**src/rtl/mux_pkg.sv**
```systemverilog
// Shared definitions for the mux operand sequencer: FSM state encoding,
// the default operand width, and the phase counter width helper.
package mux_pkg;

   localparam int MUX_WIDTH = 4;

   typedef enum logic [1:0] {
      LOAD_A = 2'd0,
      LOAD_B = 2'd1,
      RUN    = 2'd2
   } state_e;

   // A hold of one cycle still needs a 1-bit counter so the compare stays legal
   function automatic int cntWidth(input int hold);
      return (hold <= 1) ? 1 : $clog2(hold);
   endfunction

endpackage

```
**src/rtl/mux_operand_sequencer_phase_counter.sv**
```systemverilog
// Phase counter: counts enabled cycles and pulses wrap on the last one of a
// phase, restarting from zero; clear forces zero and suppresses the wrap.
module phase_counter
   import mux_pkg::*;
#(
   parameter int HOLD_CYCLES = 8,
   parameter int CW          = cntWidth(HOLD_CYCLES)
) (
   input  logic          clk,
   input  logic          rst,
   input  logic          clear,
   input  logic          en,
   output logic [CW-1:0] cnt,
   output logic          wrap
);

   localparam logic [CW-1:0] LAST = CW'(HOLD_CYCLES - 1);

   logic [CW-1:0] cnt_q;
   logic [CW-1:0] cnt_d;

   assign wrap = en && !clear && (cnt_q == LAST);
   assign cnt  = cnt_q;

   always_comb begin
      cnt_d = cnt_q;
      if (clear) begin
         cnt_d = '0;
      end else if (wrap) begin
         cnt_d = '0;
      end else if (en) begin
         cnt_d = cnt_q + 1'b1;
      end
   end

   always_ff @(posedge clk or posedge rst) begin
      if (rst) begin
         cnt_q <= '0;
      end else begin
         cnt_q <= cnt_d;
      end
   end

endmodule

```
**src/rtl/mux_operand_sequencer.sv**
```systemverilog
// Loads operands A then B over valid/ready, then alternates the select S
// every HOLD_CYCLES unpaused cycles until clear or reset.
module mux_operand_sequencer
   import mux_pkg::*;
#(
   parameter int WIDTH       = MUX_WIDTH,
   parameter int HOLD_CYCLES = 8
) (
   input  logic             clk,
   input  logic             rst,
   input  logic             clear,
   input  logic             pause,
   input  logic [WIDTH-1:0] din,
   input  logic             din_valid,
   output logic             din_ready,
   output logic [WIDTH-1:0] A,
   output logic [WIDTH-1:0] B,
   output logic             S,
   output logic             run,
   output logic             toggle
);

   localparam int CW = cntWidth(HOLD_CYCLES);

   state_e           state_q, state_d;
   logic [WIDTH-1:0] a_q, a_d;
   logic [WIDTH-1:0] b_q, b_d;
   logic             s_q, s_d;
   logic             run_q, run_d;
   logic             toggle_q, toggle_d;

   logic             transfer;
   logic             phaseEn;
   logic             phaseClear;
   logic             wrap;
   logic [CW-1:0]    cnt_unused;

   // Ready depends on the state register alone so it never loops back through din_valid
   assign din_ready  = (state_q != RUN);
   assign transfer   = din_valid && din_ready;
   assign phaseEn    = (state_q == RUN) && !pause;
   assign phaseClear = clear || ((state_q == LOAD_B) && transfer);

   phase_counter #(
      .HOLD_CYCLES(HOLD_CYCLES),
      .CW         (CW)
   ) u_phase_counter (
      .clk  (clk),
      .rst  (rst),
      .clear(phaseClear),
      .en   (phaseEn),
      .cnt  (cnt_unused),
      .wrap (wrap)
   );

   always_comb begin
      state_d  = state_q;
      a_d      = a_q;
      b_d      = b_q;
      s_d      = s_q;
      run_d    = run_q;
      toggle_d = 1'b0;
      if (clear) begin
         state_d = LOAD_A;
         run_d   = 1'b0;
         s_d     = 1'b0;
      end else begin
         unique case (state_q)
            LOAD_A: begin
               if (transfer) begin
                  a_d     = din;
                  state_d = LOAD_B;
               end
            end
            LOAD_B: begin
               if (transfer) begin
                  b_d     = din;
                  s_d     = 1'b0;
                  run_d   = 1'b1;
                  state_d = RUN;
               end
            end
            RUN: begin
               if (wrap) begin
                  s_d      = ~s_q;
                  toggle_d = 1'b1;
               end
            end
            default: begin
               state_d = LOAD_A;
               run_d   = 1'b0;
               s_d     = 1'b0;
            end
         endcase
      end
   end

   always_ff @(posedge clk or posedge rst) begin
      if (rst) begin
         state_q  <= LOAD_A;
         a_q      <= '0;
         b_q      <= '0;
         s_q      <= 1'b0;
         run_q    <= 1'b0;
         toggle_q <= 1'b0;
      end else begin
         state_q  <= state_d;
         a_q      <= a_d;
         b_q      <= b_d;
         s_q      <= s_d;
         run_q    <= run_d;
         toggle_q <= toggle_d;
      end
   end

   assign A      = a_q;
   assign B      = b_q;
   assign S      = s_q;
   assign run    = run_q;
   assign toggle = toggle_q;

endmodule

```
**config.mk**
```make
export PLATFORM = sky130hd
export DESIGN_NAME = mux_operand_sequencer
export DESIGN_NICKNAME = d
export VERILOG_FILES = /design/src/rtl/mux_pkg.sv /design/src/rtl/mux_operand_sequencer_phase_counter.sv /design/src/rtl/mux_operand_sequencer.sv
export SDC_FILE = /design/constraint.sdc
export NUM_CORES = 1
export LEC_CHECK = 0
export CAP_MARGIN = 5
export CORE_MARGIN = 8
export CORE_UTILIZATION = 44
export CTS_CLUSTER_DIAMETER = 120
export DETAILED_ROUTE_END_ITERATION = 6
export PLACE_DENSITY = 0.75
export SYNTH_ARGS = -nofsm -noshare
export SYNTH_HDL_FRONTEND = slang
export SYNTH_SLANG_ARGS = --single-unit
```
**constraint.sdc**
```tcl
create_clock -name clk -period 1.6 [get_ports clk]
set_clock_uncertainty 0.05 [all_clocks]
set_input_delay 0.32 -clock clk [delete_from_list [all_inputs] [get_ports clk]]
set_output_delay 0.32 -clock clk [all_outputs]
set_load 0.01 [all_outputs]
```
==> qor.yml <==
layout:
  diodes: 0
  drive_above_1_share_pct: 34.1
  fin_nets: 94
  fill_cells: 102
  syn2layout_area_growth_pct: 46.9
power:
  seqPwrFrac_pct: 46.0
  combPwrFrac_pct: 30.5
  vdd_drop_max_mv: 0.806
  switching_power_uw: 281
  p_total_uw: 1100
  p_leak_uw: 0.000527
  powerDensity_nw_per_um2: 1060
  internal-power_uw: 824
  clockPowerShare_pct: 23.5
  netSwitchingFraction_pct: 25.4
sta:
  drv_slew: 0
  setup_ws_ns: 0.0484
  layout_min_cycle_time_ns: 1.55
  worst_pin_slew_ns: 0.372
  rsz0062_at_grt: "no"
  finalCritPeriodShare_pct: 97.0
  setup_viol_count_final: 0
  relSlewSlack_pct: 75.1
  fmax_mhz: 644
  hold_violations: 0
critical_path:
  crit_required_ns: 1.23
  cp_slowest_stage_delay_ns: 0.55
  path_depth: 1
  cp_top_family: "buffers and inverters"
  path_class: "reg2out"
  r2r_cells: 3
  cp-start-kind: "flip-flop"
  critPathBufInv: 1
  crit_slowest_cell: "clkdlybuf4s50_1"
  path_max_fanout: 2
  arrival_ns: 1.18
  endpoint_kind: "output port"
  path_cells: "clkdlybuf4s50_1"
die:
  io_pins: 21
  die_h_um: 56.2
  coreArea_um2: 1510
  rows: 14
  die_area_um2: 3160
  dieWidth_um: 56.2
  start_util_pct: 47.3
logic_synthesis:
  synth_top_family_by_area: "multiplexers"
  syn_area_um2: 712
  synthAdderAreaFrac_pct: 3.51
  synth_area_per_cell_um2: 14.5
  synth-compound-area-share_pct: 7.03
  ys_seq_elements: 16
  synth_cell_types: 21
  ys_seq_area_share_pct: 56.2
  yosysWarnings: 0
  yosys.area_share.xor_xnor_pct: 1.23
  muxShareOfSynthArea_pct: 15.6
  yosys.area_share.simple_pct: 14.2
  synthCells: 49
  synth_fp_nets: 60
route:
  drcViolationCount: 0
  viasPerCell: 5.26
  drt_iter0_markers: 1
  drt_pre_antenna_iters: 3
  ant_nets: 0
  post_drt_wl_per_cell_um: 14.7
  routed_wl_um: 1440
  vias: 515
clock_tree:
  cts_made_buffers: 3
  clk_pin_slew_ns: 0.09
  worstSkewPairLatency_ns: 0.28
  cts_buffer_depth: 2
  cts_tree: "built"
  cts_sinks: 16
  htreeDepth: 1
  root_buffer: "clkbuf_4"
placed_design:
  port_buffers: 20
  dp_hpwl_um: 1160
  pre_cts_ws_ns: -0.199
  gp_congestion: 0.785
global_routing:
  grt_max_degree: 17
  groute.usage.overall_pct: 9.64
  grt-ovfl-total: 0
  grt_pass1_vias: 548
  antenna_found_initial: 0
  grt_pass1_wl_um: 2480
flow_run:
  cap_violations: 0
hold_path:
  hold_path_class: "in2async"
outcome:
  status: "finished clean"
## placed cells by master (no fill, tap or decap)
master and n:
dfrtp_1 15, clkdlybuf4s50_1 15, buf_4 10, mux2_2 9, dlymetal6s2s_1 4, clkbuf_4 3
nor4b_4 2, inv_1 2, a22o_1 2, a21oi_1 2, ha_1 2, and2b_1 1
nand2b_2 1, nand3b_1 1, o211a_1 1, a211oi_1 1, o21ai_0 1, nand3_1 1
and2_1 1, mux2i_1 1, nand2_1 1, nor3_2 1, xnor2_1 1, nor3_1 1
clkbuf_8 1, dlygate4sd2_1 1, dfrtp_2 1
## cell usage after synthesis, drive strengths merged
cell / n / share of area (%)
a211oi: 1 / 1.1
a21oi: 2 / 1.4
a22o: 2 / 2.5
and2: 1 / 0.88
and2b: 1 / 1.1
buf: 1 / 1.1
dfrtp: 16 / 56
ha: 2 / 3.5
inv: 2 / 1.1
mux2: 9 / 14
mux2i: 1 / 1.4
nand2: 1 / 0.53
nand2b: 1 / 1.2
nand3: 1 / 0.70
nand3b: 1 / 1.1
nor3: 2 / 2.1
nor4b: 2 / 6.7
o211a: 1 / 1.4
o21ai: 1 / 0.70
xnor2: 1 / 1.2
## stage by stage
stage                     utilization (%)  std cells  hold slack, ns  setup TNS (ns)  cell area, um^2
final                                69.4         98           0.287               0             1050
after global placement               65.9         93           0.431           -1.28              992
after floorplan                         -         49           0.184               0              712
after CTS                            68.8         98           0.291               0             1040
after global routing                 69.4         98           0.296               0             1050
after detailed placement             65.9         93           0.442           -1.63              992
## final timing paths
kind / start / endpoint / slack [ns]
hold / removal: rst / state_q[0]$_DFFE_PP0P_ / 0.29
max in group asynchronous: rst / state_q[1]$_DFFE_PP0P_ / 1.02
setup / recovery: A[2]$_DFFE_PP0P_ / A[2] / 0.05
setup reg to reg: state_q[1]$_DFFE_PP0P_ / A[0]$_DFFE_PP0P_ / 0.07
min in group clk: S$_DFFE_PP0P_ / S$_DFFE_PP0P_ / 0.46
hold reg to reg: S$_DFFE_PP0P_ / S$_DFFE_PP0P_ / 0.46
## kinds of logic after synthesis
group | Yosys count
buf+inv | 3
fa+ha+maj | 2
compound gates | 7
simple gates | 10
mux | 10
xor+xnor | 1
flops | 16
## layer usage
layer	GRT usage (%)	share of wire [%]
met5	0	0
met2	14.6	46
met1	11.8	47
met3	2.28	4.4
met4	6.19	2.4
## sequential cells by signal (all words and copies together) (netlist names)
register / count
A: 4
u_phase_counter.cnt: 3
state_q: 2
B: 4
S: 1
run: 1
toggle: 1
## power by group through the flow
stage / clock network (uW) / registers, uW / logic, uW
floorplan: 0 / 550 / 108
global placement: 0 / 518 / 340
detailed placement: 0 / 520 / 343
CTS: 271 / 510 / 349
global route: 291 / 517 / 360
finish: 260 / 508 / 337
## repair_timing
action                     CTS  global route
setup endpoints to repair    1             4
setup buffers                1             0
hold buffers                 0             0
gates resized for setup      2             4
## layout make-up
class | instances | area [um^2] | share of cell area (%)
repair buffers | 30 | 284 | 27.2
clock buffers | 4 | 36.3 | 3.47
inverters | 2 | 7.51 | 0.718
multi-input cells | 30 | 297 | 28.3
well taps | 16 | 20.0 | 1.91
flip-flops and latches | 16 | 402 | 38.4
Power figures use the tool's default switching activity.
